===== src/rtl/ext_ram_wb_fetch.sv =====
// Wishbone classic read engine for the external-RAM tap, with a one-word
// read buffer and a bounded bus wait so every accepted request completes.
module ext_ram_wb_fetch #(
    parameter int unsigned TIMEOUT  = 1023,
    parameter logic [31:0] ERR_DATA = 32'hDEADBEEF
) (
    input  logic        clk_sys_i,
    input  logic        rst_n_i,
    input  logic [31:0] ext_ram_adr_i,
    input  logic        ext_ram_rd_i,
    output logic        ext_ram_busy_o,
    output logic [31:0] ext_ram_dat_r_o,
    output logic        ext_ram_valid_o,
    input  logic        cache_inv_i,
    output logic        err_o,
    output logic [29:0] wb_adr_o,
    output logic        wb_cyc_o,
    output logic        wb_stb_o,
    output logic        wb_we_o,
    output logic [3:0]  wb_sel_o,
    input  logic [31:0] wb_dat_i,
    input  logic        wb_ack_i,
    input  logic        wb_err_i
);

    localparam int unsigned CW = $clog2(TIMEOUT + 1);
    localparam logic [CW-1:0] CNT_MAX = CW'(TIMEOUT);

    localparam logic [0:0] S_IDLE = 1'b0;
    localparam logic [0:0] S_BUS  = 1'b1;

    logic [0:0]    state;
    logic [CW-1:0] cnt;
    logic [29:0]   buf_adr;
    logic [31:0]   buf_dat;
    logic          buf_vld;

    logic [29:0] req_adr;
    logic        req_hit;
    logic        req_miss;
    logic        term_err;
    logic        term_ack;
    logic        term_to;
    logic        term_any;
    logic        adr_unused;

    assign req_adr    = ext_ram_adr_i[31:2];
    assign adr_unused = ^ext_ram_adr_i[1:0];

    always_comb begin
        req_hit  = 1'b0;
        req_miss = 1'b0;
        term_err = 1'b0;
        term_ack = 1'b0;
        term_to  = 1'b0;
        if (state == S_IDLE && ext_ram_rd_i) begin
            req_hit  = buf_vld && (buf_adr == req_adr);
            req_miss = !req_hit;
        end
        // Error outranks ack, and both outrank the wait limit.
        if (state == S_BUS) begin
            term_err = wb_err_i;
            term_ack = !wb_err_i && wb_ack_i;
            term_to  = !wb_err_i && !wb_ack_i && (cnt == CNT_MAX);
        end
        term_any = term_err || term_ack || term_to;
    end

    assign ext_ram_busy_o = (state == S_BUS);
    assign wb_cyc_o       = ext_ram_busy_o;
    assign wb_stb_o       = ext_ram_busy_o;
    assign wb_we_o        = 1'b0;
    assign wb_sel_o       = 4'hF;

    always_ff @(posedge clk_sys_i or negedge rst_n_i) begin
        if (!rst_n_i) begin
            state           <= S_IDLE;
            cnt             <= '0;
            wb_adr_o        <= '0;
            ext_ram_dat_r_o <= '0;
            ext_ram_valid_o <= 1'b0;
            err_o           <= 1'b0;
        end else begin
            ext_ram_valid_o <= 1'b0;
            err_o           <= 1'b0;
            case (state)
                S_IDLE: begin
                    if (req_hit) begin
                        ext_ram_dat_r_o <= buf_dat;
                        ext_ram_valid_o <= 1'b1;
                    end else if (req_miss) begin
                        wb_adr_o <= req_adr;
                        cnt      <= '0;
                        state    <= S_BUS;
                    end
                end
                S_BUS: begin
                    if (term_any) begin
                        state           <= S_IDLE;
                        ext_ram_valid_o <= 1'b1;
                        ext_ram_dat_r_o <= term_ack ? wb_dat_i : ERR_DATA;
                        err_o           <= !term_ack;
                    end else if (cnt != CNT_MAX) begin
                        cnt <= cnt + 1'b1;
                    end
                end
                default: state <= S_IDLE;
            endcase
        end
    end

    // Invalidate beats a same-cycle fill; the fill data still goes out.
    always_ff @(posedge clk_sys_i or negedge rst_n_i) begin
        if (!rst_n_i) begin
            buf_adr <= '0;
            buf_dat <= '0;
            buf_vld <= 1'b0;
        end else begin
            if (term_ack) begin
                buf_adr <= wb_adr_o;
                buf_dat <= wb_dat_i;
                buf_vld <= 1'b1;
            end
            if (cache_inv_i) begin
                buf_vld <= 1'b0;
            end
        end
    end

endmodule


===== config.mk =====
export PLATFORM = sky130hd
export DESIGN_NAME = ext_ram_wb_fetch
export DESIGN_NICKNAME = d
export VERILOG_FILES = /design/src/rtl/ext_ram_wb_fetch.sv
export SDC_FILE = /design/constraint.sdc
export NUM_CORES = 1
export LEC_CHECK = 0
export ABC_AREA = 1
export CAP_MARGIN = 20
export CORE_MARGIN = 5
export CORE_UTILIZATION = 55
export CTS_CLUSTER_SIZE = 40
export DETAILED_ROUTE_END_ITERATION = 6
export GPL_TIMING_DRIVEN = 1
export PLACE_DENSITY = 0.95
export SLEW_MARGIN = 15
export SYNTH_ARGS = -nofsm -noshare
export SYNTH_HDL_FRONTEND = slang
export SYNTH_SLANG_ARGS = --single-unit

===== constraint.sdc =====
create_clock -name clk_sys_i -period 4.8 [get_ports clk_sys_i]
set_input_delay 0.72 -clock clk_sys_i [delete_from_list [all_inputs] [get_ports clk_sys_i]]
set_output_delay 0.72 -clock clk_sys_i [all_outputs]
set_load 0.01 [all_outputs]

==> metrics.md, run 1 <==
| Metric | Value |
|---|---|
| Placed Area | between 0.007 and 0.008 mm^2 |
| Yosys reg bits | 138 |
| Sequence of cells on the critical path | clkdlybuf4s50_1 -> inv_1 -> nand2_1 -> nand2_1 -> inv_1 -> nand2_1 -> nor2_1 -> nand2_1 -> nor2_2 -> nand3_2 -> buf_4 -> nand2_2 -> nand2_1 -> nand2_1 |
| GRT Overall Usage | 0.2373 |
| Worst setup margin | 2.100 ns |
| DRT iter0 DRCs | roughly 620 |
| Synth Flop Type | dfrtp_1 |
| Initial antenna violation count | 0 |
| Synth area leader | dfrtp_1 |
| Largest net degree at the start of global routing | 106 |
| Critical path fanouts, max | 33 |
| CP arrival | slightly above 3 ns |
| Commonest non-fill, non-tap cell in the layout | nand2_1 |
| IO Port Bufs | 134 |
| Die height | 118.2 um |
| CTS root buf | clkbuf_16 |
| CTS clk-pin slew, worst paths | approximately 0.060 ns |
| Final period util | 0.5625 |
| Leakage | roughly 0.0042 uW |
| Number of enable flip-flop cells after synthesis | 0 |
| Share of the synthesized area in the top cell type | 0.5363 |
| Nature of the critical path endpoint | flip-flop |
| Pre-CTS setup slack | 1.735 ns |
| GPL Wtd Cong | 0.8768 |
| DR DRC count | 0 |
| IO Count | about 140 |
| CTS tree | done |
| Slew HR | 0.3597 |
| Setup Buffers After CTS | 0 |
| Pre-antenna DRT Iters | 6 |
| FILL cells | 775 |
| Syn Inst Count | 803 |
| Die Width | 118.2 um |
| Clock latency on the worst-skew pair | 0.42 ns |
| Vias in the first global route | 5707 |
| Synth unique cells | 28 |
| Drt wl/cell | 15.24 um |
| Min-delay worst type | input pin to asynchronous set/reset pin |
| Nets | 997 |
| Startpoint Class | input pin |
| Power consumption | between 5000 and 6000 uW |
| Kind of critical path | input pin to flip-flop |
| Asr flop ratio synth | 1.000 |
| Critical path's largest stage delay | 0.54 ns |
| Max Clock Skew | 0.01180 ns |
| Total grt overflow | 0 |
| FMAX | 0.3704 GHz |
| Average vias per placed instance | 5.212 |
| Area Overhead vs Synth | 30.35% |
| Detailed placer's ending HPWL | 10740 um |
| Required time of the critical path | 5.15 ns |
| Register area | 0.003453 mm^2 |
| Initial core utilization | 0.5615 |
| Die Area | ~0.014 mm^2 |
| Final hold viol count | 0 |
| Post-synthesis sequential area ratio | 0.5363 |
| Slew @ Worst Pin | approximately 0.96 ns |
| CTS Hold Bufs | 0 |
| Power density over the cells | 650.6 mW/mm^2 |
| Worst VDD drop | 0.3904 mV |
| RSZ-0062 raised after global routing | false |
| Final setup viols | 0 |
| Area contributors post-synth | dfrtp_1 54%, nand2_1 15%, inv_1 5.7% |
| Area occupied by multi-input gates | 0.002328 mm^2 |
| Min cycle time layout | 2.700 ns |
| Clk buf depth | 2 |
| Syn Std Cell Area | 0.006439 mm^2 |
| Max Slew Vio Count | 0 |
| Global-route wire length before repair | about 27000 um |
| Core area | 0.01147 mm^2 |
| # rows | 39 |
| Status | finished clean |
| Antenna viol nets, final | 0 |
| Via Count | around 5600 |
| Layout cells sized above 1 | 0.09585 |
| ANT cells | 0 |
| Syn Area/Cell | 8.018 um^2 |
| Max-cap violation count | 0 |
| Setup_tns | 0 ns |
| H-tree level count | 4 |
| Most frequent cells in the layout | 254 x nand2_1, 138 x dfrtp_1, 133 x clkdlybuf4s50_1 |
| Design area | 0.008393 mm^2 |
| Clock Sinks | 138 |
| Critical-path top delay cell | nand2_2 |
| Synthesis Warnings | 0 |
| Final wirelength | between 15000 and 20000 um |
| Cts repair resizes | 0 |
| CTS Buf Count | 17 |
| Most frequent CP cell | nand2_1 |
-- flip-flops by register name, indices dropped and copies added (netlist names) --
signal / flops
err_o: 1
buf_adr: 30
ext_ram_valid_o: 1
wb_adr_o: 30
buf_dat: 32
cnt: 10
ext_ram_busy_o: 1
buf_vld: 1
ext_ram_dat_r_o: 32
-- through the flow --
| step | hold slack, ns | cells | utilization |
|---|---|---|---|
| floorplan | 0.4244 | 806 | - |
| CTS | 0.4595 | 1082 | 0.7319 |
| global route | 0.5138 | 1082 | 0.7319 |
| detailed placement | 0.4874 | 1050 | 0.6793 |
| finish | 0.4125 | 1082 | 0.7319 |
| global placement | 0.4767 | 1050 | 0.6793 |
-- power by group --
part / internal, uW / switching, uW
registers: 1700 / 337
logic: 956 / 1130
clock network: 785 / 547
total: 3440 / 2020
-- layer usage --
metal	wire, um	GRT usage	part of all wire	vias up
met5	0	0	0	-
met4	564	0.1118	0.034	0
met3	1315	0.05587	0.080	50
met2	7891	0.3822	0.48	260
met1	6720	0.3043	0.41	2611
li1	-	-	-	2718
-- cell families after synthesis --
family | synth area share
AND/OR/NAND/NOR | 0.2468
buffers and inverters | 0.1047
flip-flops | 0.5363
AO/OA/AOI/OAI | 0.1022
XOR/XNOR | 0.006803
other | 0.001166
adder cells (fa/ha/maj) | 0.001943
-- worst paths after layout --
check                                    startpoint                             end  slack [ns]  depth (start not counted)
max                               ext_ram_adr_i[23]  ext_ram_dat_r_o[4]$_DFFE_PN0P_        2.10                         14
min                                         rst_n_i         buf_adr[23]$_DFFE_PN0N_        0.41                          1
max reg2reg                      cnt[0]$_DFFE_PN0P_  ext_ram_dat_r_o[4]$_DFFE_PN0P_        2.44                         10
min reg2reg                wb_adr_o[22]$_DFFE_PN0P_        wb_adr_o[22]$_DFFE_PN0P_        0.50                          2
max in group asynchronous                   rst_n_i        wb_adr_o[13]$_DFFE_PN0P_        3.40                          2
min in group clk_sys_i     wb_adr_o[22]$_DFFE_PN0P_        wb_adr_o[22]$_DFFE_PN0P_        0.50                          2
-- critical path, delay by kind of cell --
family / cells / cell delay [ns]
simple gates: 10 / 1.39
buf+inv: 4 / 0.92
-- final cells by class --
type	instances	area share
clock buffer	17	0.05069
multi-input combinational	514	0.2774
clock inverter	15	0.02117
sequential	138	0.4114
inverter	113	0.05083
timing repair buffer	142	0.1671
tap	143	0.02132
-- cells in the mapped netlist, types with 3 or more instances --
| library cell | instances |
|---|---|
| buf_2 | 14 |
| clkbuf_1 | 11 |
| buf_6 | 3 |
| dfrtp_1 | 138 |
| nand2_2 | 14 |
| nand2_1 | 254 |
| inv_1 | 98 |
| nor2_1 | 48 |
| nand3_2 | 5 |
| buf_4 | 10 |
| nand3_1 | 48 |
| a21oi_1 | 54 |
| inv_2 | 14 |
| xnor2_1 | 3 |
| o21ai_2 | 10 |
| o21ai_0 | 60 |
Note: power is estimated with default switching activity, not from simulation.
==> run 2: changes to the inputs <==
--- a/config.mk
+++ b/config.mk
@@ -8,11 +8,11 @@
 export ABC_AREA = 1
 export CAP_MARGIN = 20
 export CORE_MARGIN = 5
-export CORE_UTILIZATION = 55
+export CORE_UTILIZATION = 46
 export CTS_CLUSTER_SIZE = 40
 export DETAILED_ROUTE_END_ITERATION = 6
 export GPL_TIMING_DRIVEN = 1
-export PLACE_DENSITY = 0.95
+export PLACE_DENSITY = 0.86
 export SLEW_MARGIN = 15
 export SYNTH_ARGS = -nofsm -noshare
 export SYNTH_HDL_FRONTEND = slang
==> constraint.sdc (replaced) <==
create_clock -name clk_sys_i -period 2.2 [get_ports clk_sys_i]
set_input_delay 0.33 -clock clk_sys_i [delete_from_list [all_inputs] [get_ports clk_sys_i]]
set_output_delay 0.33 -clock clk_sys_i [all_outputs]
set_load 0.01 [all_outputs]
==> run 2 against run 1 <==
Effect of this change: hold slack worse by 0.029 ns; wire length shrank 3.4%; sequential power rose by 120%; critical path depth decreased by 12; first-iteration DRC count shrank 49%; setup slack got worse by 1.9 ns; global-route usage shrank 4.0 points; clock power up 120%; final area is 2.5% higher; cell count up 4.3%; via count down 0.96%; power rose by 120%.
==> metrics.md, run 2 (synthesis gave the netlist of run 1 again) <==
| Metric | Value |
|---|---|
| Global-route wire length before repair | between 20000 and 30000 um |
| Initial antenna violation count | 0 |
| Pre-antenna DRT Iters | 5 |
| Average vias per placed instance | 4.947 |
| Layout cells sized above 1 | 0.1012 |
| Slew @ Worst Pin | 0.5550 ns |
| GRT Overall Usage | 0.1974 |
| Regs by FF count | buf_dat (32), ext_ram_dat_r_o (32) |
| CTS root buf | clkbuf_16 |
| Die height | 128.3 um |
| CTS clk-pin slew, worst paths | 0.06 ns |
| IO Count | 142 |
| Min cycle time layout | 2.020 ns |
| DR DRC count | 0 |
| Core area | 0.01383 mm^2 |
| Vias in the first global route | 5484 |
| Clock latency on the worst-skew pair | 0.42 ns |
| Setup Buffers After CTS | 0 |
| CTS Buf Count | 17 |
| RSZ-0062 raised after global routing | false |
| Nature of the critical path endpoint | output port |
| Min-delay worst type | input pin to asynchronous set/reset pin |
| Detailed placer's ending HPWL | 10790 um |
| FILL cells | 1148 |
| Total grt overflow | 0 |
| Most frequent cells in the layout | 254 x nand2_1, 138 x dfrtp_1, 133 x clkdlybuf4s50_1 |
| Final period util | 0.9183 |
| Via Count | about 5600 |
| Final setup viols | 0 |
| Leakage | 0.004256 uW |
| Required time of the critical path | 1.87 ns |
| ANT cells | 0 |
| Critical path fanouts, max | 19 |
| Setup_tns | 0 ns |
| FMAX | 0.4950 GHz |
| CP arrival | 1.69 ns |
| Antenna viol nets, final | 0 |
| Met1 Routed Length | 6689 um |
| Clock Sinks | 138 |
| Kind of critical path | flip-flop to output port |
| Status | finished clean |
| Final std cells w/o fill | around 1100 |
| Drt wl/cell | about 14 um |
| Die Width | 128.3 um |
| Final hold viol count | 0 |
| Nets | 1008 |
| Largest net degree at the start of global routing | 74 |
| Highest Signal Layer | met4 |
| Max Slew Vio Count | 0 |
| H-tree level count | 4 |
| CTS tree | done |
| Worst flop-to-flop path endpoint | cnt[3]$_DFFE_PN0P_ |
| Commonest non-fill, non-tap cell in the layout | nand2_1 |
| Die Area | 0.01646 mm^2 |
| Slew HR | 0.6300 |
| # rows | 43 |
| Max-cap violation count | 0 |
| Reg2Reg Setup Slack | 0.40 ns |
| Area Overhead vs Synth | 33.64% |
| Met2 WL | 7634 um |
| Post-Place Cells | 1097 |
| Final wirelength | 15930 um |
| Design area | 0.008605 mm^2 |
| Power density over the cells | between 1000 and 1500 mW/mm^2 |
| WP buf/inv | 2 |
| Hold Slack | 0.3837 ns |
| Clk buf depth | 2 |
| Worst VDD drop | 0.7277 mV |
| Sequence of cells on the critical path | buf_4 -> clkdlybuf4s50_1 |
| Met3 routed WL | 1500 um |
| Initial core utilization | 0.4657 |
| IO Port Bufs | 134 |
| R2R cell count | 10 |
| Power consumption | 11960 uW |
| Critical path's largest stage delay | 0.58 ns |
| Placed Area | approximately 0.008 mm^2 |
| CP top delay family | buffers and inverters |
| Startpoint Class | flip-flop |
| Max Clock Skew | 0.008506 ns |
| GPL Wtd Cong | 0.8391 |
| DRT iter0 DRCs | 313 |
| Worst R2R Start | cnt[0]$_DFFE_PN0P_ |
| Critical-path top delay cell | clkdlybuf4s50_1 |
-- run 2: cell types whose count changed in the layout (fill, tap and decap cells not counted), sizes merged --
cell,delta
bufinv,+1
clkinv,+3
clkbuf,+6
clkinvlp,-2
buf,+10
inv,-9
dlygate4sd3,+1
-- run 2: repair_timing --
item / 4_1_cts / 5_1_grt
hold endpoints to repair: 35 / 0
gates resized for setup: 0 / 0
setup endpoints to repair: 0 / 0
hold buffers: 1 / 0
-- run 2: per-stage QoR --
stage / setup WS [ns] / util
6_report: 0.1798 / 0.6223
5_1_grt: 0.08556 / 0.6223
4_1_cts: 0.1436 / 0.6223
3_5_place_dp: 0.05754 / 0.5785
3_3_place_gp: 0.06981 / 0.5785
2_1_floorplan: 0.5774 / -
-- run 2: layout make-up --
type | count | area [um^2] | area share
multi-input combinational | 514 | 2328 | 0.2706
tap | 180 | 225.2 | 0.02617
timing repair buffer | 153 | 1575 | 0.1831
clock inverter | 8 | 117.6 | 0.01367
clock buffer | 23 | 478.0 | 0.05555
sequential | 138 | 3453 | 0.4013
inverter | 113 | 426.7 | 0.04959
-- run 2: worst max-delay path by stage --
stage / cells past startpoint / endpoint / from
global placement: 13 / wb_adr_o[5]$_DFFE_PN0P_ / ext_ram_adr_i[23]
global route: 2 / ext_ram_busy_o / ext_ram_busy_o$_DFF_PN0_
finish: 2 / ext_ram_busy_o / ext_ram_busy_o$_DFF_PN0_
floorplan: 10 / cnt[5]$_DFFE_PN0P_ / ext_ram_busy_o$_DFF_PN0_
CTS: 2 / ext_ram_busy_o / ext_ram_busy_o$_DFF_PN0_
detailed placement: 14 / wb_adr_o[9]$_DFFE_PN0P_ / ext_ram_adr_i[6]
-- run 2: layer usage --
layer  GRT usage  vias up
met5           0        -
met4     0.04682        0
met3     0.07250       15
met2      0.3218      201
met1      0.2520     2638
li1            -     2731
-- run 2: power breakdown --
part	internal [uW]	switching, uW
clock network	1860	1020
logic	2210	2440
registers	3720	712
total	7780	4170
==> run 3: changes to the inputs <==
--- a/config.mk
+++ b/config.mk
@@ -7,12 +7,12 @@
 export LEC_CHECK = 0
 export ABC_AREA = 1
 export CAP_MARGIN = 20
-export CORE_MARGIN = 5
 export CORE_UTILIZATION = 46
 export CTS_CLUSTER_SIZE = 40
 export DETAILED_ROUTE_END_ITERATION = 6
 export GPL_TIMING_DRIVEN = 1
 export PLACE_DENSITY = 0.86
+export SETUP_SLACK_MARGIN = 0.2
 export SLEW_MARGIN = 15
 export SYNTH_ARGS = -nofsm -noshare
 export SYNTH_HDL_FRONTEND = slang
==> run 3 against run 2 <==
Effect of this change: global-route usage rose by 3.1 points; setup slack better by 0.15 ns; clock power rose by 1%; non-clock buffer count grew 2.
==> metrics.md, run 3 (synthesis gave the netlist of run 1 again) <==
| Metric | Value |
|---|---|
| Sw frac | 0.3510 |
| CP top delay family | buffers and inverters |
| Regs by FF count | buf_dat (32), ext_ram_dat_r_o (32) |
| Drt wl/cell | 13.75 um |
| Power consumption | 12040 uW |
| Placed Area | 0.008009 mm^2 |
| Max-cap violation count | 0 |
| Global-route wire length before repair | 25690 um |
| Setup_tns | 0 ns |
| Average vias per placed instance | roughly 5.0 |
| GPL Wtd Cong | 0.7818 |
| Pre-CTS setup slack | approximately 0.053 ns |
| Largest net degree at the start of global routing | 74 |
| Final period util | 0.8478 |
| Sequence of cells on the critical path | clkdlybuf4s50_1 |
| Nets | around 1000 |
| CP arrival | 1.54 ns |
| Slew @ Worst Pin | 0.5987 ns |
| Initial antenna violation count | 0 |
| Register area | 0.003453 mm^2 |
| Combinational group share of total power | 0.390 |
| Nature of the critical path endpoint | output port |
| IO Port Bufs | 134 |
| Pre-antenna DRT Iters | 5 |
| Max Slew Vio Count | 0 |
| Min cycle time layout | ~1.9 ns |
| ANT cells | 0 |
| Design area | 0.008637 mm^2 |
| Die Area | 0.01447 mm^2 |
| IO Count | about 140 |
| FILL cells | 1099 |
| CTS Buf Count | 17 |
| Required time of the critical path | 1.87 ns |
| Worst setup margin | 0.3348 ns |
| Startpoint Class | flip-flop |
| Core area | around 0.013 mm^2 |
| CTS root buf | clkbuf_16 |
| Critical-path top delay cell | clkdlybuf4s50_1 |
| Sw power | between 4000 and 5000 uW |
| Kind of critical path | flip-flop to output port |
| Initial core utilization | 0.4786 |
| Critical path's largest stage delay | 0.60 ns |
| Detailed placer's ending HPWL | 10520 um |
| Status | finished clean |
| Area occupied by multi-input gates | 0.002333 mm^2 |
| Commonest non-fill, non-tap cell in the layout | nand2_1 |
| RSZ-0062 raised after global routing | false |
| Register share of total power | 0.368 |
| Min-delay worst type | input pin to flip-flop |
| Vias in the first global route | between 5000 and 6000 |
| Total grt overflow | 0 |
| Critical path fanouts, max | 7 |
| Layout cells sized above 1 | 0.1092 |
| H-tree level count | 4 |
| Power Internal | 7813 uW |
| DRT iter0 DRCs | roughly 370 |
| CTS clk-pin slew, worst paths | 0.06 ns |
| Clk buf depth | 2 |
| # rows | between 40 and 50 |
| Antenna viol nets, final | 0 |
| Final hold viol count | 0 |
| Clock Sinks | 138 |
| Leakage | 0.004271 uW |
| Clock latency on the worst-skew pair | 0.42 ns |
| Area Overhead vs Synth | 34.14% |
| WP buf/inv | 1 |
| Hold Slack | 0.4407 ns |
| CTS tree | done |
| Worst VDD drop | 0.6544 mV |
| Final wirelength | 15510 um |
| Die height | between 100 and 150 um |
| GRT Overall Usage | 0.2287 |
| Final setup viols | 0 |
| Power density over the cells | 1394 mW/mm^2 |
| FMAX | 0.5361 GHz |
| Max Clock Skew | 0.01001 ns |
| Most frequent cells in the layout | 253 x nand2_1, 138 x dfrtp_1, 133 x clkdlybuf4s50_1 |
| Die Width | ~120 um |
| DR DRC count | 0 |
| Clock power frac | 0.243 |
| Slew HR | 0.6008 |
| Via Count | roughly 5600 |
-- run 3: cell types whose count changed in the layout (fill, tap and decap cells not counted), sizes merged --
cell / previous run / this run
clkbuf: 23 / 20
buf: 19 / 21
clkinv: 4 / 6
clkinvlp: 1 / 3
-- run 3: layout make-up --
type	count	area share
clock inverter	12	0.01695
inverter	113	0.04940
multi-input combinational	514	0.2702
timing repair buffer	155	0.1841
clock buffer	20	0.05403
sequential	138	0.3998
tap	176	0.02550
-- run 3: worst reg2reg max path, delay by kind of cell, from the launching register on --
kind	cells	cell delay (ns)
adders and majority gates	1	0.20
and+or+nand+nor	9	1.11
DFF	1	0.39
-- run 3: timing repair --
action / 4_1_cts / 5_1_grt
endpoints found under the setup margin: 0 / 9
gates resized for setup: 0 / 2
hold buffers: 1 / 0
buffers inserted: 0 / 0
endpoints found under the hold margin: 62 / 0
-- run 3: through the flow --
stage,instances,utilization
floorplan,806,-
global placement,1095,0.5953
detailed placement,1095,0.5953
CTS,1128,0.6416
global route,1128,0.6420
finish,1128,0.6420
-- run 3: worst paths after layout --
path / start / endpoint / slack (ns) / cells after the start
max: ext_ram_busy_o$_DFF_PN0_ / wb_stb_o / 0.33 / 1
min: cache_inv_i / buf_vld$_DFFE_PN0P_ / 0.44 / 2
max reg2reg: cnt[0]$_DFFE_PN0P_ / cnt[6]$_DFFE_PN0P_ / 0.39 / 10
min reg2reg: wb_adr_o[10]$_DFFE_PN0P_ / wb_adr_o[10]$_DFFE_PN0P_ / 0.50 / 2
max in group asynchronous: rst_n_i / buf_dat[1]$_DFFE_PN0N_ / 1.10 / 3
min in group asynchronous: rst_n_i / buf_dat[19]$_DFFE_PN0N_ / 0.46 / 2
-- run 3: per-layer routing --
layer,track usage,up-vias,share of wire
met1,0.2852,2670,0.42
met2,0.3657,198,0.48
met4,0.1103,0,0.034
li1,-,2739,-
met5,0,-,0
met3,0.06557,41,0.069
-- run 3: power groups by stage --
stage	registers (uW)	clock network [uW]	logic (uW)
final	4430	2920	4690
after global placement	4410	0	4500
after global routing	4560	3060	5200
after CTS	4430	2950	4720
after floorplan	4590	0	2320
after detailed placement	4440	0	4680
